--- config.mk ---
export PLATFORM = sky130hd
export DESIGN_NAME = scan_addr_gen
export DESIGN_NICKNAME = d
export VERILOG_FILES = /design/src/rtl/scan_addr_gen_pkg.sv /design/src/rtl/bounded_counter.sv /design/src/rtl/scan_addr_gen.sv
export SDC_FILE = /design/constraint.sdc
export NUM_CORES = 1
export LEC_CHECK = 0
export BUFFER_PORTS_ARGS = -buffer_cell sky130_fd_sc_hd__buf_4
export CAP_MARGIN = 25
export CORE_MARGIN = 8
export CORE_UTILIZATION = 55
export DETAILED_ROUTE_END_ITERATION = 8
export HOLD_SLACK_MARGIN = 0.15
export MAX_ROUTING_LAYER = met4
export PLACE_DENSITY = 0.84
export SETUP_SLACK_MARGIN = 0.02
export SLEW_MARGIN = 20
export SYNTH_ARGS = -nofsm -noshare
export SYNTH_HDL_FRONTEND = slang
export SYNTH_HIERARCHICAL = 1
export SYNTH_SLANG_ARGS = --single-unit
--- constraint.sdc ---
create_clock -name clk -period 7.2 [get_ports clk]
set_clock_uncertainty 0.15 [all_clocks]
set_input_delay 0 -clock clk [delete_from_list [all_inputs] [get_ports clk]]
set_output_delay 0 -clock clk [all_outputs]
set_load 0.05 [all_outputs]
--- src/rtl/scan_addr_gen_pkg.sv ---
// Shared types and default widths for the raster address sequencer.
package scan_pkg;
   localparam int DEF_ROW_W  = 4;
   localparam int DEF_COL_W  = 4;
   localparam int DEF_ADDR_W = 8;

   typedef enum logic [1:0] {
      ST_IDLE = 2'd0,
      ST_RUN  = 2'd1,
      ST_DONE = 2'd2
   } state_t;
endpackage

--- src/rtl/bounded_counter.sv ---
// Up-counter with synchronous clear/enable and a terminal-count flag.
module bounded_counter #(
   parameter int W = 4
) (
   input  logic         clk,
   input  logic         rst,
   input  logic         clr,
   input  logic         en,
   input  logic [W-1:0] term,
   output logic [W-1:0] cnt,
   output logic         tc
);
   always_ff @(posedge clk or posedge rst) begin
      if (rst)      cnt <= '0;
      else if (clr) cnt <= '0;
      else if (en)  cnt <= cnt + W'(1);
   end

   assign tc = (cnt == term);
endmodule

--- src/rtl/scan_addr_gen.sv ---
// Walks a rows x cols window and emits one address per accepted beat.
module scan_addr_gen
   import scan_pkg::*;
#(
   parameter int ROW_W  = DEF_ROW_W,
   parameter int COL_W  = DEF_COL_W,
   parameter int ADDR_W = DEF_ADDR_W
) (
   input  logic              clk,
   input  logic              rst,
   input  logic              start,
   input  logic [ROW_W-1:0]  rows_last,
   input  logic [COL_W-1:0]  cols_last,
   input  logic [ADDR_W-1:0] base_addr,
   input  logic [ADDR_W-1:0] stride,
   input  logic              ready,
   output logic              valid,
   output logic [ADDR_W-1:0] addr,
   output logic [ROW_W-1:0]  row_idx,
   output logic [COL_W-1:0]  col_idx,
   output logic              last,
   output logic              busy,
   output logic              done
);
   state_t            state;
   logic [ROW_W-1:0]  rows_last_q;
   logic [COL_W-1:0]  cols_last_q;
   logic [ADDR_W-1:0] stride_q;
   logic [ADDR_W-1:0] row_base;
   logic              row_tc, col_tc;
   logic              start_acc, beat;

   assign start_acc = (state == ST_IDLE) && start;
   assign beat      = (state == ST_RUN) && ready;

   always_ff @(posedge clk or posedge rst) begin
      if (rst) begin
         state       <= ST_IDLE;
         rows_last_q <= '0;
         cols_last_q <= '0;
         stride_q    <= '0;
         row_base    <= '0;
      end else begin
         case (state)
            ST_IDLE: if (start) begin
               rows_last_q <= rows_last;
               cols_last_q <= cols_last;
               stride_q    <= stride;
               row_base    <= base_addr;
               state       <= ST_RUN;
            end
            ST_RUN: if (beat && col_tc) begin
               if (row_tc) state <= ST_DONE;
               else        row_base <= row_base + stride_q;
            end
            ST_DONE: state <= ST_IDLE;
            default: state <= ST_IDLE;
         endcase
      end
   end

   // Column wraps on its own terminal count; row steps only on a column wrap.
   bounded_counter #(.W(COL_W)) u_col (
      .clk  (clk),
      .rst  (rst),
      .clr  (start_acc || (beat && col_tc)),
      .en   (beat),
      .term (cols_last_q),
      .cnt  (col_idx),
      .tc   (col_tc)
   );

   bounded_counter #(.W(ROW_W)) u_row (
      .clk  (clk),
      .rst  (rst),
      .clr  (start_acc || (beat && col_tc && row_tc)),
      .en   (beat && col_tc),
      .term (rows_last_q),
      .cnt  (row_idx),
      .tc   (row_tc)
   );

   assign valid = (state == ST_RUN);
   assign busy  = (state != ST_IDLE);
   assign done  = (state == ST_DONE);
   assign last  = valid && col_tc && row_tc;
   assign addr  = row_base + ADDR_W'(col_idx);
endmodule

==> flow_metrics.py, run 1 <==
metrics = {
    "outcome": {
        "outcome": "completed",
    },
    "layout": {
        "number_of_antenna_cells_inserted": 0,
        "finish.cell_count_without_fillers": 322,
        "fill_cells": 254,
        "multiInputGateArea_um2": 1170,
        "layout.core_utilization_pct": 78.3,
        "final_nets": 316,
        "layout.area.seq_um2": 851,
        "drive_above_1_share_pct": 30.3,
        "synthToLayoutAreaGrowth_pct": 37.8,
    },
    "logic_synthesis": {
        "seq_area_frac_synth_pct": 41.2,
        "synth_edf_count": 0,
        "postSynthRegisterBits": 34,
        "mapped_area_um2": 2070,
        "yosysUniqueCellTypes": 41,
        "synth_top_cells_by_area": "sky130_fd_sc_hd__dfrtp_1, sky130_fd_sc_hd__mux2_2, sky130_fd_sc_hd__ha_1, sky130_fd_sc_hd__xor2_1, sky130_fd_sc_hd__xnor2_1",
        "synthTopCellsByCount": "sky130_fd_sc_hd__dfrtp_1, sky130_fd_sc_hd__mux2_2, sky130_fd_sc_hd__ha_1",
        "yosysWarningCount": 6,
        "synthesis.nets": 237,
        "synth_flop_type": "sky130_fd_sc_hd__dfrtp_1",
        "synth_top_area_share_pct": 41.2,
        "mean_instance_size_in_the_synthesized_netlist_um2": 10.6,
        "yosys.area.top_type": "sky130_fd_sc_hd__dfrtp_1",
        "synthMostInstantiatedCell": "sky130_fd_sc_hd__dfrtp_1",
        "ys_async_sr_fraction_pct": 100,
        "postSynthCellCount": 194,
    },
    "clock_tree": {
        "htree_num_levels": 2,
        "cts_tree": "done",
        "tritoncts.num_buffers": 5,
        "cts.root.buffer_cell": "sky130_fd_sc_hd__clkbuf_8",
        "cts_num_sinks": 34,
        "cts_repair_resize_count": 0,
        "clock_tree.buffer_depth": 2,
        "clk_transition_reported_paths_ns": 0.07,
        "insertion_delay_ns": 0.29,
    },
    "sta": {
        "timing.slew.headroom_pct": 54.2,
        "final-hold-violation-count": 0,
        "worst_pin_slew_ns": 0.683,
        "period_share_pct": 36.9,
        "clock.fmax_ghz": 0.377,
        "finalSetupViolations": 0,
        "setup_total_negative_slack_ns": 0,
        "crit_path_time_final_ns": 2.65,
        "maxSlewViolCount": 0,
        "rsz_0062_raised_after_global_routing": "false",
    },
    "power_and_ir_drop": {
        "leakage_nw": 1.38,
        "power-per-cell-area_nw_per_um2": 484,
        "max-vdd-ir-drop_mv": 0.238,
        "post-layout-total-power_mw": 1.38,
    },
    "critical_path": {
        "timing.critical_path.slowest_stage_cell": "sky130_fd_sc_hd__dfrtp_1",
        "startpoint_class_of_the_critical_path": "flip-flop",
        "worst_path_largest_cell_delay_ns": 0.48,
        "crit_path_max_fo": 7,
        "worst-r2r-setup-slack_ns": 4.55,
        "r2r-end": "u_row/cnt[3]",
        "reg2reg_from": "u_col/cnt[1]",
        "worst_path_most_repeated_cell": "sky130_fd_sc_hd__nor2_1",
        "worstPathArrival_ns": 2.68,
        "timing.critical_path.required_ns": 7.22,
        "crit_path_cells": "xor2_1 -> nor4_1 -> nand2_1 -> nor2_1 -> and2_1 -> or2_2 -> nor2_1 -> mux2_4",
        "setup.worst_path.class": "flip-flop to flip-flop",
        "reg2reg_depth": 8,
        "cp-end-kind": "flip-flop",
    },
    "grt": {
        "grt_first_pass_wirelength_mm": 9.24,
        "largest_net_degree_at_the_start_of_global_routing": 23,
        "first_global_vias": 1935,
        "antenna_found_initial": 0,
        "grt.overflow.total": 0,
        "total_routing_resource_utilization_after_global_routing_pct": 19.6,
    },
    "floorplanning": {
        "core.rowCount": 22,
        "dieWidth_um": 77.3,
        "pin_count": 48,
        "vertical_die_dimension_um": 77.3,
        "floorplan.die_area_um2": 5970,
        "core_area_um2": 3630,
        "initial_core_util_pct": 56.9,
    },
    "placement": {
        "dp_cells": 287,
        "buffer_ports.inserted": 47,
        "gp_weighted_congestion": 0.895,
        "dp_hpwl_mm": 3.72,
    },
    "drt": {
        "drtAntennaViolNets": 0,
        "avgViaCountPerCell": 5.46,
        "detailroute.via_count": 1757,
        "drt_drc_violations_left": 0,
        "drt_pass1_iterations": 4,
        "postRouteWirelength_mm": 5.38,
        "routedWlPerCell_um": 16.7,
        "drt-initial-drc-count": 82,
    },
    "min_path": {
        "worst_hold_path_type": "input pin to async pin",
    },
    "run": {
        "max_cap_violations": 0,
    },
}
## cell usage in the layout, fill, tap and decap left out, types with 3 or more instances in the layout
cell type                        n
sky130_fd_sc_hd__buf_4          48
sky130_fd_sc_hd__dfrtp_1        34
sky130_fd_sc_hd__dlygate4sd3_1  27
sky130_fd_sc_hd__mux2_2         15
sky130_fd_sc_hd__ha_1           13
sky130_fd_sc_hd__a21oi_1        11
sky130_fd_sc_hd__nor2_1         11
sky130_fd_sc_hd__xor2_1         11
sky130_fd_sc_hd__o21ai_0        10
sky130_fd_sc_hd__nand2_1        10
sky130_fd_sc_hd__xnor2_1         7
sky130_fd_sc_hd__nor2b_1         6
sky130_fd_sc_hd__inv_1           6
sky130_fd_sc_hd__clkbuf_8        6
sky130_fd_sc_hd__a21o_1          5
sky130_fd_sc_hd__mux2i_1         5
sky130_fd_sc_hd__a211oi_1        3
sky130_fd_sc_hd__nand4_1         3
sky130_fd_sc_hd__nor3_1          3
sky130_fd_sc_hd__nand3b_1        3
sky130_fd_sc_hd__and3_1          3
sky130_fd_sc_hd__or2_2           3
## kinds of logic after synthesis
group	synth area share [%]
DFF	41.2
adders and majority gates	9.81
and+or+nand+nor	14.3
xor gates and xnor gates	7.63
muxes	12.1
buffers and inverters	2.06
AOI/OAI and AO/OA	13.0
## report_power, final
group / total [mW] / internal (mW) / leakage [nW] / switching, mW
logic: 0.863 / 0.348 / 0.921 / 0.515
clock network: 0.147 / 0.0771 / 0.0482 / 0.0694
registers: 0.367 / 0.275 / 0.414 / 0.0921
total: 1.38 / 0.700 / 1.38 / 0.676
## state kept, by name, indices dropped and copies added (netlist names)
name and count:
row_base 8, stride_q 8, cols_last_q 4, rows_last_q 4
u_col/cnt 4, u_row/cnt 4, state 2
## critical path, delay by kind of cell (launching register included)
family / cells / cell delay, ns
XOR/XNOR: 1 / 0.20
flip-flops: 1 / 0.48
multiplexers: 1 / 0.26
AND/OR/NAND/NOR: 6 / 1.45
## timing repair
item / in CTS / in global routing
setup buffers: 0 / 0
endpoints found under the hold margin: 66 / 0
hold buffers: 27 / 0
## worst max-delay path by stage
stage                 startpoint      endpoint  slack, ns  cells after the start
floorplan           u_col/cnt[0]       addr[6]       4.53                      6
global placement    u_col/cnt[1]  u_row/cnt[3]       4.75                      8
detailed placement  u_col/cnt[1]  u_row/cnt[3]       4.67                      8
CTS                 u_col/cnt[1]  u_row/cnt[3]       4.64                      8
global route        u_col/cnt[1]  u_row/cnt[3]       4.31                      8
finish              u_col/cnt[1]  u_row/cnt[3]       4.55                      8
## final cells by class
| class | count | area share, % |
|---|---|---|
| repair buffers | 76 | 22.7 |
| clock inverters | 1 | 0.176 |
| clock buffers | 7 | 3.03 |
| inverters | 7 | 0.923 |
| well taps | 48 | 2.11 |
| flip-flops and latches | 34 | 29.9 |
| multi-input cells | 149 | 41.2 |
## through the flow
step	hold slack (ns)	area [µm²]	setup WS (ns)
floorplan	-0.384	2070	4.53
global placement	-0.238	2470	4.75
detailed placement	-0.229	2480	4.67
CTS	0.173	2850	4.64
global route	0.234	2850	4.31
finish	0.182	2850	4.55
## layer usage
metal | global-route usage [%] | wire (µm) | up-vias
met5 | - | 0 | -
met4 | 7.92 | 82 | 0
met3 | 3.50 | 210 | 9
met2 | 32.3 | 2720 | 48
met1 | 23.0 | 2360 | 853
li1 | - | - | 847
No activity file was read; power rests on OpenSTA's default activity.
==> run 2, diff against run 1 <==
--- a/config.mk
+++ b/config.mk
@@ -8,11 +8,11 @@
 export BUFFER_PORTS_ARGS = -buffer_cell sky130_fd_sc_hd__buf_4
 export CAP_MARGIN = 25
 export CORE_MARGIN = 8
-export CORE_UTILIZATION = 55
+export CORE_UTILIZATION = 48
 export DETAILED_ROUTE_END_ITERATION = 8
 export HOLD_SLACK_MARGIN = 0.15
 export MAX_ROUTING_LAYER = met4
-export PLACE_DENSITY = 0.84
+export PLACE_DENSITY = 0.78
 export SETUP_SLACK_MARGIN = 0.02
 export SLEW_MARGIN = 20
 export SYNTH_ARGS = -nofsm -noshare
==> constraint.sdc (replaced) <==
create_clock -name clk -period 2.37 [get_ports clk]
set_clock_uncertainty 0.15 [all_clocks]
set_input_delay 0 -clock clk [delete_from_list [all_inputs] [get_ports clk]]
set_output_delay 0 -clock clk [all_outputs]
set_load 0.05 [all_outputs]
==> run 2 against run 1 <==
Maximum frequency up 16%. Register-to-register slack worse by 4.5 ns. Die area up 11%. Clock power rose to 4.5 times the previous value. Sequential power rose to 3.0 times the previous value. Sequential share of layout area down 2.3 points. Via count up 4.5%. Cell count up 6.8%. First-iteration DRC count up 15%. Routed wire length up 8.0%. Critical path type unchanged. Design area up 9.1%.
==> flow_metrics.py, run 2 (same netlist as run 1, synthesis figures left out) <==
metrics = {
    "layout": {
        "fill_cells": 303,
        "layout.area.seq_um2": 856,
        "top_regs": "row_base (8), stride_q (8)",
        "multiInputGateArea_um2": 1230,
        "synthToLayoutAreaGrowth_pct": 50.4,
        "number_of_antenna_cells_inserted": 0,
        "layout_commonest_cell": "sky130_fd_sc_hd__buf_4",
        "final_nets": 334,
        "layout_common_cells": "sky130_fd_sc_hd__buf_4, sky130_fd_sc_hd__dfrtp_1, sky130_fd_sc_hd__dlygate4sd3_1",
        "drive_above_1_share_pct": 38.7,
    },
    "sta": {
        "worst_slack_ns": 0.0780,
        "final-hold-violation-count": 0,
        "period_share_pct": 96.7,
        "clock.fmax_ghz": 0.436,
        "crit_path_time_final_ns": 2.29,
        "maxSlewViolCount": 0,
        "hold_ws_ns": 0.180,
        "rsz_0062_raised_after_global_routing": "false",
        "finalSetupViolations": 0,
        "timing.slew.headroom_pct": 74.4,
        "setup_total_negative_slack_ns": 0,
        "worst_pin_slew_ns": 0.381,
    },
    "grt": {
        "grt.overflow.total": 0,
        "largest_net_degree_at_the_start_of_global_routing": 25,
        "antenna_found_initial": 0,
        "first_global_vias": 1900,
        "total_routing_resource_utilization_after_global_routing_pct": 18.8,
        "grt_first_pass_wirelength_mm": 9.32,
    },
    "power_and_ir_drop": {
        "seqPwrFrac_pct": 23.7,
        "netSwitchingPower_mw": 2.18,
        "cell_internal_pwr_mw": 2.47,
        "share_comb_of_total_power_pct": 62.2,
        "max-vdd-ir-drop_mv": 0.899,
        "power-per-cell-area_nw_per_um2": 1500,
        "swShare_pct": 46.9,
        "power.clock.fraction_pct": 14.1,
        "leakage_nw": 1.49,
    },
    "min_path": {
        "hold_depth": 5,
        "worst_hold_path_type": "input pin to flip-flop",
        "hp-start": "start",
    },
    "drt": {
        "drt_pass1_iterations": 4,
        "avgViaCountPerCell": 5.34,
        "detailroute.via_count": 1836,
        "drt-initial-drc-count": 94,
        "drt_drc_violations_left": 0,
        "drtAntennaViolNets": 0,
        "postRouteWirelength_mm": 5.81,
        "routedWlPerCell_um": 16.9,
    },
    "critical_path": {
        "reg2reg_depth": 8,
        "setup.worst_path.class": "flip-flop to flip-flop",
        "timing.critical_path.slowest_stage_cell": "sky130_fd_sc_hd__or4_1",
        "startpoint": "row_base[0]",
        "worst_path_largest_cell_delay_ns": 0.47,
        "startpoint_class_of_the_critical_path": "flip-flop",
        "crit_path_max_fo": 3,
        "worst-path-stages": 8,
        "reg2reg_from": "row_base[0]",
        "critical-path-top-delay-family": "simple AND/OR/NAND/NOR gates",
        "timing.critical_path.required_ns": 2.45,
        "cp-end-kind": "flip-flop",
        "worstPathBufferInverterCount": 1,
        "crit_path_cells": "ha_1 -> inv_1 -> fa_1 -> nor2b_4 -> o31a_1 -> o21a_1 -> or4_1 -> nand3_1",
        "worst-r2r-setup-slack_ns": 0.08,
        "worstPathArrival_ns": 2.37,
    },
    "floorplanning": {
        "initial_core_util_pct": 48.4,
        "core_area_um2": 4260,
        "core.rowCount": 24,
        "floorplan.die_area_um2": 6660,
        "dieWidth_um": 81.6,
        "vertical_die_dimension_um": 81.6,
        "pin_count": 48,
    },
    "clock_tree": {
        "cts_num_sinks": 34,
        "insertion_delay_ns": 0.30,
        "tritoncts.num_buffers": 5,
        "cts.root.buffer_cell": "sky130_fd_sc_hd__clkbuf_8",
        "cts_tree": "done",
        "htree_num_levels": 2,
        "clk_transition_reported_paths_ns": 0.08,
        "clock_tree.buffer_depth": 2,
    },
    "placement": {
        "dp_hpwl_mm": 3.70,
        "buffer_ports.inserted": 47,
        "gp_weighted_congestion": 0.807,
        "post-place-ws_ns": 0.143,
    },
    "run": {
        "max_cap_violations": 0,
    },
    "outcome": {
        "outcome": "completed",
    },
}
## run 2: power groups by stage
stage / Combinational (mW) / Clock (mW) / Sequential [mW]
final: 2.89 / 0.657 / 1.10
after global routing: 3.14 / 0.688 / 1.13
after CTS: 2.76 / 0.657 / 1.08
after detailed placement: 2.61 / 0 / 1.10
after global placement: 2.56 / 0 / 1.09
after floorplan: 1.85 / 0 / 1.21
## run 2: worst min-delay path, delay by kind of cell
family                 cells  cell delay, ns
and+or+nand+nor            3            0.38
buffers and inverters      2            0.22
## run 2: routing by layer
layer	wire length [µm]	up-vias	GRT usage, %
met1	2470	881	22.9
li1	-	889	-
met4	88	0	7.54
met2	2960	59	29.5
met3	293	7	4.16
met5	0	-	-
## run 2: final cells by class
class / instances / share of cell area, %
Timing Repair Buffer: 94 / 25.5
Inverter: 7 / 0.846
Tap cell: 52 / 2.09
Sequential cell: 34 / 27.5
Clock buffer: 5 / 2.22
Clock inverter: 3 / 2.22
Multi-Input combinational cell: 149 / 39.6
## run 2: per-stage QoR
step | cell area [µm²] | total power [mW] | utilization, % | cells
finish | 3110 | 4.65 | 72.9 | 344
floorplan | 2090 | 3.06 | - | 194
detailed placement | 2550 | 3.71 | 59.9 | 297
CTS | 3030 | 4.50 | 71.1 | 338
global placement | 2550 | 3.65 | 59.9 | 297
global route | 3110 | 4.96 | 72.9 | 344
## run 2: repair_timing
action	in CTS	in global routing
buffers inserted	3	6
pin swaps	0	7
hold endpoints to repair	63	0
gates cloned	0	0
endpoints found under the setup margin	4	9
resized for setup	4	8
hold buffers	30	0
## run 2: path summary, 6_finish.rpt
path,end
setup / recovery,row_base[6]
hold / removal,u_col/cnt[0]
setup reg to reg,row_base[6]
hold reg to reg,stride_q[5]
max in group asynchronous,state[0]
min in group asynchronous,cols_last_q[2]
